--- config.mk ---
export PLATFORM = sky130hd
export DESIGN_NAME = mdu_issue_controller_flat
export DESIGN_NICKNAME = d
export VERILOG_FILES = /design/src/rtl/mdu_issue_controller_pkg.sv /design/src/rtl/mdu_issue_controller_if.sv /design/src/rtl/mdu_issue_queue.sv /design/src/rtl/mdu_issue_controller.sv /design/src/flat_wrapper.sv
export SDC_FILE = /design/constraint.sdc
export NUM_CORES = 1
export LEC_CHECK = 0
export BUFFER_PORTS_ARGS = -buffer_cell sky130_fd_sc_hd__buf_2
export CAP_MARGIN = 10
export CORE_ASPECT_RATIO = 0.7
export CORE_UTILIZATION = 25
export CTS_CLUSTER_SIZE = 30
export DETAILED_ROUTE_END_ITERATION = 10
export MAX_ROUTING_LAYER = met4
export PLACE_DENSITY_LB_ADDON = 0.12
export SYNTH_ARGS = -nofsm -noshare
export SYNTH_HDL_FRONTEND = slang
export SYNTH_SLANG_ARGS = --single-unit
--- constraint.sdc ---
create_clock -name clock -period 2.5 [get_ports clock]
set_input_delay 0.25 -clock clock [delete_from_list [all_inputs] [get_ports clock]]
set_output_delay 0.25 -clock clock [all_outputs]
set_load 0.01 [all_outputs]
--- src/rtl/mdu_issue_controller_pkg.sv ---
// Shared MDU types: operation encoding, issue-queue entry and operation class helpers.
package mdu_issue_controller_pkg;

    localparam int MDU_DATA_WIDTH = 32;

    typedef enum logic [2:0] {
        MDU_READ_HI     = 3'd0,
        MDU_READ_LO     = 3'd1,
        MDU_WRITE_HI    = 3'd2,
        MDU_WRITE_LO    = 3'd3,
        MDU_START_MULT  = 3'd4,
        MDU_START_MULTU = 3'd5,
        MDU_START_DIV   = 3'd6,
        MDU_START_DIVU  = 3'd7
    } mdu_operation_t;

    typedef struct packed {
        mdu_operation_t            op;
        logic [MDU_DATA_WIDTH-1:0] operand1;
        logic [MDU_DATA_WIDTH-1:0] operand2;
    } issue_entry_t;

    function automatic logic isMduStart(input mdu_operation_t op);
        return op[2];
    endfunction

    function automatic logic isMduWrite(input mdu_operation_t op);
        return (op[2:1] == 2'b01);
    endfunction

    function automatic logic isMduRead(input mdu_operation_t op);
        return (op[2:1] == 2'b00);
    endfunction

endpackage

--- src/rtl/mdu_issue_controller_if.sv ---
// Execute-stage request channel into the MDU issue controller.
interface mdu_issue_controller_if #(
    parameter int DATA_WIDTH = 32
);
    import mdu_issue_controller_pkg::*;

    logic                  reqValid;
    mdu_operation_t        reqOp;
    logic [DATA_WIDTH-1:0] reqOperand1;
    logic [DATA_WIDTH-1:0] reqOperand2;
    logic                  flush;
    logic                  reqReady;
    logic [DATA_WIDTH-1:0] readData;

    modport master (
        output reqValid, reqOp, reqOperand1, reqOperand2, flush,
        input  reqReady, readData
    );

    modport slave (
        input  reqValid, reqOp, reqOperand1, reqOperand2, flush,
        output reqReady, readData
    );

endinterface

--- src/rtl/mdu_issue_queue.sv ---
// In-order FIFO of pending MDU start/write ops; head entry is visible combinationally.
module mdu_issue_queue
    import mdu_issue_controller_pkg::*;
#(
    parameter int  DEPTH   = 2,
    parameter type entry_t = issue_entry_t
) (
    input  logic                     clock,
    input  logic                     reset,
    input  logic                     push,
    input  entry_t                   push_data,
    input  logic                     pop,
    output entry_t                   head,
    output logic                     full,
    output logic                     empty,
    output logic [$clog2(DEPTH):0]   count
);

    localparam int PTR_W = $clog2(DEPTH);
    localparam logic [PTR_W-1:0] PTR_ONE   = PTR_W'(1);
    localparam logic [PTR_W:0]   CNT_ONE   = (PTR_W + 1)'(1);
    localparam logic [PTR_W:0]   CNT_DEPTH = (PTR_W + 1)'(DEPTH);

    entry_t           mem_r [DEPTH];
    logic [PTR_W-1:0] head_r;
    logic [PTR_W-1:0] tail_r;
    logic [PTR_W:0]   count_r;
    logic             do_push_s;
    logic             do_pop_s;

    assign empty     = (count_r == '0);
    assign full      = (count_r == CNT_DEPTH);
    assign count     = count_r;
    assign head      = mem_r[head_r];
    assign do_push_s = push & ~full;
    assign do_pop_s  = pop & ~empty;

    // Pointer and occupancy tracking; power-of-two depth makes pointers wrap naturally.
    always_ff @(posedge clock or negedge reset) begin
        if (!reset) begin
            head_r  <= '0;
            tail_r  <= '0;
            count_r <= '0;
        end else begin
            if (do_push_s) begin
                tail_r <= tail_r + PTR_ONE;
            end
            if (do_pop_s) begin
                head_r <= head_r + PTR_ONE;
            end
            case ({do_push_s, do_pop_s})
                2'b10:   count_r <= count_r + CNT_ONE;
                2'b01:   count_r <= count_r - CNT_ONE;
                default: count_r <= count_r;
            endcase
        end
    end

    // Entry storage written at the tail.
    always_ff @(posedge clock or negedge reset) begin
        if (!reset) begin
            for (int i = 0; i < DEPTH; i++) begin
                mem_r[i] <= '0;
            end
        end else if (do_push_s) begin
            mem_r[tail_r] <= push_data;
        end
    end

endmodule

--- src/rtl/mdu_issue_controller.sv ---
// Sequences execute-stage multiply/divide/HI-LO ops onto the single MDU, keeping reads ordered.
module mdu_issue_controller
    import mdu_issue_controller_pkg::*;
#(
    parameter int QUEUE_DEPTH = 2,
    parameter int DATA_WIDTH  = 32
) (
    input  logic                   clock,
    input  logic                   reset,
    mdu_issue_controller_if.slave  req,
    output logic                   pending,
    output logic [31:0]            stallCycles,
    output mdu_operation_t         mduOperation,
    output logic                   mduStart,
    output logic [DATA_WIDTH-1:0]  mduOperand1,
    output logic [DATA_WIDTH-1:0]  mduOperand2,
    input  logic                   mduBusy,
    input  logic [DATA_WIDTH-1:0]  mduDataRead
);

    localparam int CNT_W = $clog2(QUEUE_DEPTH) + 1;

    typedef struct packed {
        mdu_operation_t        op;
        logic [DATA_WIDTH-1:0] operand1;
        logic [DATA_WIDTH-1:0] operand2;
    } entry_t;

    entry_t                q_head_s;
    entry_t                q_push_data_s;
    logic                  q_full_s;
    logic                  q_empty_s;
    logic [CNT_W-1:0]      q_count_s;
    logic                  push_s;
    logic                  pop_s;
    logic                  bypass_s;
    logic                  free_s;
    logic                  req_live_s;
    logic                  req_ready_s;
    logic [DATA_WIDTH-1:0] read_data_s;
    mdu_operation_t        mdu_op_s;
    logic                  mdu_start_s;
    logic [DATA_WIDTH-1:0] mdu_op1_s;
    logic [DATA_WIDTH-1:0] mdu_op2_s;
    logic [31:0]           stall_r;

    assign free_s        = ~mduBusy;
    assign req_live_s    = req.reqValid & ~req.flush;
    assign q_push_data_s = '{op: req.reqOp, operand1: req.reqOperand1, operand2: req.reqOperand2};

    mdu_issue_queue #(
        .DEPTH   (QUEUE_DEPTH),
        .entry_t (entry_t)
    ) u_queue (
        .clock     (clock),
        .reset     (reset),
        .push      (push_s),
        .push_data (q_push_data_s),
        .pop       (pop_s),
        .head      (q_head_s),
        .full      (q_full_s),
        .empty     (q_empty_s),
        .count     (q_count_s)
    );

    // MDU drive priority (queued head, then bypass, then idle) and request handshake.
    always_comb begin
        pop_s       = 1'b0;
        push_s      = 1'b0;
        bypass_s    = 1'b0;
        req_ready_s = 1'b0;
        read_data_s = '0;
        mdu_op_s    = MDU_READ_HI;
        mdu_start_s = 1'b0;
        mdu_op1_s   = '0;
        mdu_op2_s   = '0;

        if (!q_empty_s && free_s) begin
            mdu_op_s    = q_head_s.op;
            mdu_start_s = isMduStart(q_head_s.op);
            mdu_op1_s   = q_head_s.operand1;
            mdu_op2_s   = q_head_s.operand2;
            pop_s       = 1'b1;
        end else if (q_empty_s && free_s && req_live_s) begin
            mdu_op_s    = req.reqOp;
            mdu_start_s = isMduStart(req.reqOp);
            mdu_op1_s   = req.reqOperand1;
            mdu_op2_s   = req.reqOperand2;
            bypass_s    = 1'b1;
        end else begin
            mdu_op_s    = MDU_READ_HI;
            mdu_start_s = 1'b0;
        end

        if (bypass_s) begin
            req_ready_s = 1'b1;
            if (isMduRead(req.reqOp)) begin
                read_data_s = mduDataRead;
            end else begin
                read_data_s = '0;
            end
        end else if (req.flush) begin
            req_ready_s = 1'b0;
        end else if (isMduRead(req.reqOp)) begin
            // Reads wait for an empty queue and an idle MDU so they observe every older op.
            req_ready_s = 1'b0;
        end else begin
            req_ready_s = ~q_full_s;
        end

        push_s = req_live_s & req_ready_s & ~bypass_s & ~isMduRead(req.reqOp);
    end

    // Saturating count of cycles the pipeline was held off.
    always_ff @(posedge clock or negedge reset) begin
        if (!reset) begin
            stall_r <= 32'd0;
        end else if (req_live_s && !req_ready_s && (stall_r != 32'hFFFF_FFFF)) begin
            stall_r <= stall_r + 32'd1;
        end else begin
            stall_r <= stall_r;
        end
    end

    assign req.reqReady = req_ready_s;
    assign req.readData = read_data_s;
    assign pending      = (q_count_s != '0) | mduBusy;
    assign stallCycles  = stall_r;
    assign mduOperation = mdu_op_s;
    assign mduStart     = mdu_start_s;
    assign mduOperand1  = mdu_op1_s;
    assign mduOperand2  = mdu_op2_s;

endmodule

--- src/flat_wrapper.sv ---
// flat-port wrapper written by rule: the top's interface ports become plain ports
module mdu_issue_controller_flat import mdu_issue_controller_pkg::*;
#(
    parameter int QUEUE_DEPTH = 2,
    parameter int DATA_WIDTH  = 32
)
  (clock, reset, pending, stallCycles, mduOperation, mduStart, mduOperand1, mduOperand2, mduBusy, mduDataRead, req_reqValid, req_reqOp, req_reqOperand1, req_reqOperand2, req_flush, req_reqReady, req_readData);
  mdu_issue_controller_if #(.DATA_WIDTH(DATA_WIDTH)) req_i ();
  input  logic clock;
  input  logic reset;
  output logic pending;
  output logic [31:0] stallCycles;
  output mdu_operation_t mduOperation;
  output logic mduStart;
  output logic [DATA_WIDTH-1:0] mduOperand1;
  output logic [DATA_WIDTH-1:0] mduOperand2;
  input  logic mduBusy;
  input  logic [DATA_WIDTH-1:0] mduDataRead;
  input wire logic [$bits(req_i.reqValid)-1:0] req_reqValid;
  input wire logic [$bits(req_i.reqOp)-1:0] req_reqOp;
  input wire logic [$bits(req_i.reqOperand1)-1:0] req_reqOperand1;
  input wire logic [$bits(req_i.reqOperand2)-1:0] req_reqOperand2;
  input wire logic [$bits(req_i.flush)-1:0] req_flush;
  output wire logic [$bits(req_i.reqReady)-1:0] req_reqReady;
  output wire logic [$bits(req_i.readData)-1:0] req_readData;
  assign req_i.reqValid = req_reqValid;
  assign req_i.reqOp = req_reqOp;
  assign req_i.reqOperand1 = req_reqOperand1;
  assign req_i.reqOperand2 = req_reqOperand2;
  assign req_i.flush = req_flush;
  assign req_reqReady = req_i.reqReady;
  assign req_readData = req_i.readData;
  mdu_issue_controller #(.QUEUE_DEPTH(QUEUE_DEPTH), .DATA_WIDTH(DATA_WIDTH)) u_core (.clock(clock), .reset(reset), .req(req_i), .pending(pending), .stallCycles(stallCycles), .mduOperation(mduOperation), .mduStart(mduStart), .mduOperand1(mduOperand1), .mduOperand2(mduOperand2), .mduBusy(mduBusy), .mduDataRead(mduDataRead));
endmodule
==> qor.csv, run 1 <==
metric;value;unit
status;completed;
grt_first_pass_wirelength;37.4;mm
grt_pass1_vias;6483;
r2r_slack;0.17;ns
gp_congestion;0.705;
drt_wl_total;23.7;mm
drt_iter0_drc;283;
final.setup.tns;0;ns
finalWorstPathRequiredPeriod;2.37;ns
syn-num-nets;832;
min_from;req_reqOperand1[7];
yosys_warnings;0;
worst-setup-path-type;reg -> out;
final_cell_mix;buf_2, dfrtp_1, nand2_1;
die_y;156;um
fin_skew;0.00892;ns
initial_core_util;0.258;
h-tree-depth;4;
avgSynthCellArea;11.6;um2
clk_pin_slew_worst_paths;0.07;ns
cts_sinks;170;
ir_worst_vdd;0.000536;V
insertion_delay;0.44;ns
fin_nets;1070;
finalHoldViolCount;0;
dp.cells;1367;
wl_per_cell;16.9;um
overflow;0;
postRouteAntennaNets;0;
maxSlewHeadroom;0.617;
grtUsageTotal;0.145;
hp-class;in -> reg;
drv_slew;0;
die_w;222;um
cts_buffer_depth;2;
cts_buffers;17;
reg2reg_depth;7;
worstReg2RegStart;u_core.u_queue.count[1]$_DFFE_PN0P_;
cts_tree;done;
synth.distinct_cells;37;
setup.worst_path.end_class;output port;
tightest_slew;0.575;ns
total_power;11.4;mW
ys_seq_area_frac;0.504;
use_met1;0.199;
die_area;34500;um2
grt-busiest-layer;met2;
period_share;0.949;
netlist_area;8450;um2
worstPathArrival;2.12;ns
required;2.25;ns
grtUsageMet2;0.212;
core_area;32800;um2
vias_per_cell;4.51;
cp-startpoint;u_core.u_queue.count[1]$_DFFE_PN0P_;
final-setup-viol-count;0;
cts_root_buffer;clkbuf_16;
final_common_cell;buf_2;
syn_to_final_growth;30.8;%
worstReg2RegEnd;u_core.u_queue.mem_r[76]$_DFFE_PN0P_;
grt_max_degree;70;
crit_fanout;29;
maxCapViolCount;0;
ys_seq_elements;170;
synth-edff-count;0;
drive_above_1_share;0.412;
hpwl;15.5;mm
antenna_found_initial;1;
fin_util;0.337;
drtPass1Iterations;4;
max_freq;422;MHz
setup.worst_path.end;mduOperand2[0];
rsz0062_at_grt;false;
drcViolationCount;0;
antenna_cells;0;
vias;6337;
leakagePower;5.50;nW
fillCellCount;3361;
port_buffers;237;
syn-instance-count;726;
async_flop_share;1.00;
synth_ff_type;dfrtp_1;
instances_no_fill;1404;
io-pin-count;238;
grt_use_met3;0.0367;
p_per_area;1030;nW/um2
rows;55;
crit_path_start_kind;register;
[area by class of cell]
class,count,area [um2],share of cell area
timing repair buffer,265,1610,0.145
inverter,6,22.5,0.00204
clock buffer,21,460,0.0417
sequential,170,4260,0.385
clock inverter,11,193,0.0174
tap,427,534,0.0483
multi-input combinational,504,3980,0.360
[power breakdown]
| group | internal (mW) | total, mW | switching (mW) | leakage, nW |
|---|---|---|---|---|
| Clock | 1.83 | 2.97 | 1.14 | 0.313 |
| Combinational | 2.08 | 3.80 | 1.72 | 3.06 |
| Sequential | 3.89 | 4.63 | 0.741 | 2.13 |
[metrics by stage]
stage | setup WS [ns] | cell area (um2) | hold slack (ns)
detailed placement | 0.206 | 10300 | 0.213
floorplan | 0.419 | 8450 | -0.0456
global placement | 0.234 | 10300 | 0.215
CTS | 0.0406 | 11000 | 0.0265
global route | 0.00943 | 11100 | 0.0340
finish | 0.128 | 11100 | 0.0585
[synth_stat cells, drive strengths merged, types with 3 or more instances]
library cell,instances,share of area
xnor2,19,0.020
mux2i,67,0.079
nand4,16,0.012
dfrtp,170,0.50
clkbuf,27,0.012
nand3,16,0.0095
nand2,83,0.037
and4,3,0.0031
o21ai,68,0.040
and2,5,0.0037
inv,6,0.0027
mux2,137,0.19
nor3,12,0.0077
buf,19,0.016
nor2,16,0.0074
and3,34,0.025
xor2,15,0.016
[cells by family after synthesis]
group                      after synthesis  share of synthesized area
muxes                                  204                      0.271
adders and majority gates                2                    0.00296
DFF                                    170                      0.504
and+or+nand+nor                        192                      0.112
AOI/OAI and AO/OA                       72                     0.0446
buffers and inverters                   52                     0.0311
xor gates and xnor gates                34                     0.0352
[worst min path at each step]
| stage | depth (start not counted) | slack [ns] | endpoint |
|---|---|---|---|
| 2_1_floorplan | 0 | -0.05 | u_core.stallCycles[0]$_DFFE_PN0P_ |
| 4_1_cts | 2 | 0.03 | u_core.u_queue.mem_r[49]$_DFFE_PN0P_ |
| 6_report | 2 | 0.06 | u_core.u_queue.mem_r[106]$_DFFE_PN0P_ |
| 3_5_place_dp | 1 | 0.21 | u_core.u_queue.mem_r[51]$_DFFE_PN0P_ |
| 5_1_grt | 2 | 0.03 | u_core.u_queue.mem_r[130]$_DFFE_PN0P_ |
| 3_3_place_gp | 1 | 0.21 | u_core.u_queue.mem_r[51]$_DFFE_PN0P_ |
[critical path: stages (launching register included)]
cell	delay [ns]
dfrtp_2	0.46
nor3_4	0.20
inv_1	0.12
nor2_4	0.22
buf_12	0.23
nand2_1	0.07
o21ai_0	0.17
buf_2	0.21
[sequential cells by signal, indices dropped and copies added (netlist names)]
register               cells
u_core.stallCycles        32
u_core.u_queue.count       2
u_core.u_queue.head_r      1
u_core.u_queue.mem_r     134
u_core.u_queue.tail_r      1
[timing repair]
| action | in CTS | in global routing |
|---|---|---|
| buffers inserted | 0 | 2 |
| hold buffers | 1 | 0 |
| endpoints found under the setup margin | 44 | 79 |
| gates cloned | 1 | 1 |
| pin swaps | 0 | 1 |
| gates resized for setup | 3 | 5 |
| hold endpoints to repair | 38 | 0 |
[layer usage]
layer | part of all wire | up-vias
met5 | 0 | -
met4 | 0.010 | 0
met3 | 0.041 | 18
met2 | 0.44 | 143
met1 | 0.51 | 3138
li1 | - | 3038
(Power assumes the default switching activity.)
==> inputs of run 2 (changes only) <==
--- a/config.mk
+++ b/config.mk
@@ -5,7 +5,7 @@
 export SDC_FILE = /design/constraint.sdc
 export NUM_CORES = 1
 export LEC_CHECK = 0
-export BUFFER_PORTS_ARGS = -buffer_cell sky130_fd_sc_hd__buf_2
+export BUFFER_PORTS_ARGS = -buffer_cell sky130_fd_sc_hd__clkbuf_2
 export CAP_MARGIN = 10
 export CORE_ASPECT_RATIO = 0.7
 export CORE_UTILIZATION = 25
==> qor.csv, run 2 (synthesized netlist as in run 1, its figures left out) <==
metric;value;unit;change
status;completed;;
critPathTopFamily;buffers and inverters;;
tightest_slew;0.626;ns;+0.0505 ns
port_buffers;237;;unchanged
post-place-ws;0.260;ns;+0.0541 ns
clk_pin_slew_worst_paths;0.07;ns;about the same
gp_congestion;0.701;;-0.52%
drtPass1Iterations;4;;unchanged
wl_per_cell;16.5;um;-2.1%
syn_to_final_growth;29.8;%;
cts_root_buffer;clkbuf_16;;
drt_iter0_drc;203;;-28%
r2r_slack;0.29;ns;+0.12 ns
required;2.25;ns;about the same
setup.worst_path.end_class;output port;;
fin_util;0.335;;-0.00264
cts_buffer_depth;2;;unchanged
slowest_delay;0.44;ns;-0.02 ns
die_w;222;um;unchanged
finalHoldViolCount;0;;unchanged
p_seq_frac;0.413;;+0.007
final_common_cell;clkbuf_2;;
maxSlewHeadroom;0.580;;-0.0369
h-tree-depth;4;;unchanged
crit_fanout;16;;-45%
grt_max_degree;62;;-11%
worstHoldEndpoint;u_core.u_queue.mem_r[53]$_DFFE_PN0P_;;
initial_core_util;0.258;;unchanged
final-setup-viol-count;0;;unchanged
maxCapViolCount;0;;unchanged
core_area;32800;um2;unchanged
drv_slew;0;;unchanged
p_per_area;1000;nW/um2;-2.8%
leakagePower;5.39;nW;-2.0%
overflow;0;;unchanged
drt_wl_total;23.2;mm;-2.1%
grtUsageTotal;0.143;;-0.00226
crit_chain;nor3_2, inv_1, nor2_4, buf_4, buf_12, nand2_1, o21ai_0, clkbuf_2;;
crit_path_start_kind;register;;
drcViolationCount;0;;unchanged
max_freq;422;MHz;about the same
vias_per_cell;4.48;;-0.69%
setup_ws;0.128;ns;+0.000852 ns
min_path_cells;2;;unchanged
fillCellCount;3357;;-0.12%
cts_tree;done;;
io-pin-count;238;;unchanged
regMostFlops;u_core.u_queue.mem_r;;
cp-startpoint;u_core.u_queue.count[1]$_DFFE_PN0P_;;
worstReg2RegStart;u_core.u_queue.count[1]$_DFFE_PN0P_;;
hpwl;15.6;mm;+0.34%
dp.cells;1366;;-0.073%
grt_first_pass_wirelength;37.1;mm;-1.0%
ir_worst_vdd;0.000390;V;-27%
final_cell_mix;clkbuf_2, dfrtp_1, nand2_1;;
clock_power_share;0.238;;-0.022
worstReg2RegEnd;u_core.u_queue.mem_r[77]$_DFFE_PN0P_;;
rows;55;;unchanged
fin_nets;1070;;unchanged
cts_buffers;17;;unchanged
die_area;34500;um2;unchanged
antenna_found_initial;0;;-1
combPwrFrac;0.349;;+0.016
reg2reg_depth;7;;unchanged
grt_pass1_vias;6561;;+1.2%
p_switching;3.58;mW;-0.65%
p_int;7.41;mW;-4.9%
insertion_delay;0.44;ns;about the same
drive_above_1_share;0.411;;-0.00163
period_share;0.949;;about the same
path_buf_inv;4;;+1
fin_skew;0.0126;ns;+0.00366 ns
critPathSlowestCell;dfrtp_1;;
cts_sinks;170;;unchanged
worst-setup-path-type;reg -> out;;
min_from;req_reqOperand1[21];;
instances_no_fill;1404;;unchanged
vias;6293;;-0.69%
die_y;156;um;unchanged
finalWorstPathRequiredPeriod;2.37;ns;-0.000852 ns
postRouteAntennaNets;0;;unchanged
final.setup.tns;0;ns;unchanged
largest_reg_flops;134;;unchanged
hp-class;in -> reg;;
worstPathArrival;2.12;ns;about the same
swShare;0.326;;+0.00948
## run 2: cell count changes in the layout (fill, tap and decap cells not counted), moves of 2 or more
cell and change:
dfrtp_1 +2, inv_6 +2, dfrtp_2 -2, buf_2 -236, bufinv_16 -4, clkbuf_2 +236, clkbuf_8 +2
## run 2: layer usage
metal / share of wire / GRT usage
met1: 0.51 / 0.188
met5: 0 / -
met3: 0.039 / 0.0352
met2: 0.45 / 0.219
met4: 0.0096 / 0.0377
## run 2: layout make-up
cell class	instances	area (um2)	area share
Antenna cell	1	2.50	0.000228
Inverter	6	22.5	0.00205
Multi-Input combinational cell	504	3970	0.362
Tap cell	427	534	0.0487
Sequential cell	170	4260	0.388
Timing Repair Buffer	265	1610	0.146
Clock buffer	22	484	0.0442
Clock inverter	9	88.8	0.00810
## run 2: worst max path at each step
stage,to,cells after the start,slack (ns)
2_1_floorplan,mduOperation[2],7,0.42
6_report,mduOperand2[1],8,0.13
5_1_grt,mduOperation[1],7,-0.01
3_5_place_dp,u_core.u_queue.mem_r[77]$_DFFE_PN0P_,7,0.26
4_1_cts,mduOperand2[21],7,0.04
3_3_place_gp,u_core.u_queue.mem_r[102]$_DFFE_PN0P_,7,0.28
## run 2: through the flow
stage / power [mW] / cell area [um2] / hold slack [ns]
finish: 11.0 / 11000 / 0.0615
global route: 11.8 / 11000 / 0.0376
CTS: 11.2 / 10900 / 0.0309
detailed placement: 8.47 / 10300 / 0.299
global placement: 8.43 / 10300 / 0.300
floorplan: 7.02 / 8450 / -0.0456
## run 2: power groups by stage
stage	clock network [mW]	logic [mW]	registers (mW)
2_1_floorplan	0	2.66	4.36
3_3_place_gp	0	3.85	4.59
3_5_place_dp	0	3.89	4.57
4_1_cts	2.73	3.91	4.54
5_1_grt	2.85	4.25	4.69
6_report	2.62	3.83	4.54
## run 2: what timing repair did
action,4_1_cts,5_1_grt
hold buffers,1,0
pin swaps,0,2
resized for setup,2,1
endpoints found under the hold margin,57,0
buffers inserted,0,3
cloned,1,1
setup endpoints to repair,35,46
==> inputs of run 3 (changes only) <==
--- a/config.mk
+++ b/config.mk
@@ -12,7 +12,7 @@
 export CTS_CLUSTER_SIZE = 30
 export DETAILED_ROUTE_END_ITERATION = 10
 export MAX_ROUTING_LAYER = met4
-export PLACE_DENSITY_LB_ADDON = 0.12
+export PLACE_DENSITY = 0.43
 export SYNTH_ARGS = -nofsm -noshare
 export SYNTH_HDL_FRONTEND = slang
 export SYNTH_SLANG_ARGS = --single-unit
==> qor.csv, run 3 (synthesized netlist as in run 1, its figures left out) <==
metric;value;unit;change
ir_worst_vdd;0.000412;V;+5.7%
cts_tree;done;;
grtUsageTotal;0.148;;+0.00492
cts_buffer_depth;2;;unchanged
finalHoldViolCount;0;;unchanged
instances_no_fill;1400;;-0.28%
clk_pin_slew_worst_paths;0.07;ns;about the same
worstReg2RegStart;u_core.u_queue.count[1]$_DFFE_PN0P_;;
wl_per_cell;16.9;um;+1.9%
final-setup-viol-count;0;;unchanged
setup.worst_path.end_class;output port;;
gp_congestion;0.755;;+7.6%
worst-setup-path-type;reg -> out;;
critPathSlowestCell;dfrtp_1;;
regMostFlops;u_core.u_queue.mem_r;;
final_common_cell;clkbuf_2;;
cts_sinks;170;;unchanged
r2r_slack;0.35;ns;+0.06 ns
total_power;11.2;mW;+2.0%
reg2reg_depth;7;;unchanged
hp-class;in -> reg;;
drt_wl_total;23.6;mm;+1.6%
status;completed;;
io-pin-count;238;;unchanged
port_buffers;237;;unchanged
required;2.25;ns;about the same
crit_path_start_kind;register;;
antenna_cells;0;;-1
worstReg2RegEnd;u_core.u_queue.mem_r[76]$_DFFE_PN0P_;;
design_area;10900;um2;-0.18%
largest_reg_flops;134;;unchanged
path_buf_inv;4;;unchanged
final.setup.tns;0;ns;unchanged
antenna_found_initial;0;;unchanged
leakagePower;5.39;nW;-0.14%
fin_nets;1066;;-0.37%
vias_per_cell;4.49;;+0.22%
p_per_area;1020;nW/um2;+2.2%
rows;55;;unchanged
fin_skew;0.00855;ns;-0.00403 ns
dpl_cell_area;10200;um2;-0.44%
max_freq;432;MHz;+2.4%
cts_root_buffer;clkbuf_16;;
grt_max_degree;82;;+32%
final_cell_mix;clkbuf_2, dfrtp_1, nand2_1;;
grt_pass1_vias;6500;;-0.93%
worstPathArrival;2.07;ns;-0.05 ns
syn_to_final_growth;29.6;%;
maxSlewHeadroom;0.672;;+0.0923
post-place-ws;0.346;ns;+0.0853 ns
slowest_delay;0.44;ns;about the same
die_area;34500;um2;unchanged
postRouteAntennaNets;0;;unchanged
drcViolationCount;0;;unchanged
overflow;0;;unchanged
grt_first_pass_wirelength;38.3;mm;+3.2%
drt_iter0_drc;402;;+98%
die_y;156;um;unchanged
cts_buffers;17;;unchanged
drtPass1Iterations;4;;unchanged
finalHoldWorstSlack;0.0570;ns;-0.00446 ns
min_from;req_reqOperand1[13];;
drv_slew;0;;unchanged
h-tree-depth;4;;unchanged
setup_ws;0.183;ns;+0.0545 ns
initial_core_util;0.258;;unchanged
crit_fanout;37;;+21
dp.cells;1365;;-0.073%
critPathTopFamily;buffers and inverters;;
insertion_delay;0.44;ns;about the same
min_path_cells;2;;unchanged
maxCapViolCount;0;;unchanged
finalWorstPathRequiredPeriod;2.32;ns;-0.0545 ns
drive_above_1_share;0.411;;about the same
fillCellCount;3360;;+0.089%
die_w;222;um;unchanged
period_share;0.927;;-0.0218
crit_chain;nor3_2, inv_2, nor2_4, buf_12, buf_16, nand2_1, o21ai_0, clkbuf_2;;
vias;6289;;-0.064%
hpwl;15.8;mm;+1.1%
fin_util;0.334;;-0.000611
worstHoldEndpoint;u_core.u_queue.mem_r[45]$_DFFE_PN0P_;;
tightest_slew;0.487;ns;-0.138 ns
core_area;32800;um2;unchanged
-- run 3: layer usage --
metal  track usage  routed length (um)  vias to the layer above
li1              -                   -                     3038
met1         0.208               12200                     3096
met2         0.214               10400                      140
met3        0.0282                 773                       15
met4        0.0437                 223                        0
met5             -                   0                        -
-- run 3: layout make-up --
type,instances,area [um2],share of cell area
inverter,6,22.5,0.00206
sequential,170,4260,0.389
clock inverter,9,134,0.0122
clock buffer,23,498,0.0455
tap,427,534,0.0488
timing repair buffer,261,1530,0.140
multi-input combinational,504,3970,0.363
-- run 3: worst max-delay path by stage --
stage	from	endpoint	depth (start not counted)
2_1_floorplan	u_core.u_queue.count[1]$_DFFE_PN0P_	mduOperation[2]	7
3_3_place_gp	u_core.u_queue.count[1]$_DFFE_PN0P_	u_core.u_queue.mem_r[93]$_DFFE_PN0P_	7
3_5_place_dp	u_core.u_queue.count[1]$_DFFE_PN0P_	u_core.u_queue.mem_r[90]$_DFFE_PN0P_	7
4_1_cts	u_core.u_queue.count[1]$_DFFE_PN0P_	mduOperation[1]	7
5_1_grt	u_core.u_queue.count[1]$_DFFE_PN0P_	mduOperand1[7]	8
6_report	u_core.u_queue.count[1]$_DFFE_PN0P_	mduOperation[1]	8
-- run 3: where the power goes --
| group | switching [mW] | internal (mW) | leakage [nW] |
|---|---|---|---|
| combinational | 1.75 | 2.02 | 2.95 |
| sequential | 0.714 | 3.89 | 2.13 |
| clock | 1.13 | 1.71 | 0.310 |
| total | 3.59 | 7.62 | 5.39 |
-- run 3: what timing repair did --
action                     CTS  global route
hold endpoints to repair   170             0
setup buffers                0             1
hold buffers                 1             0
setup endpoints to repair   26            53
gates cloned                 1             0
pin swaps                    0             1
resized for setup            2             4
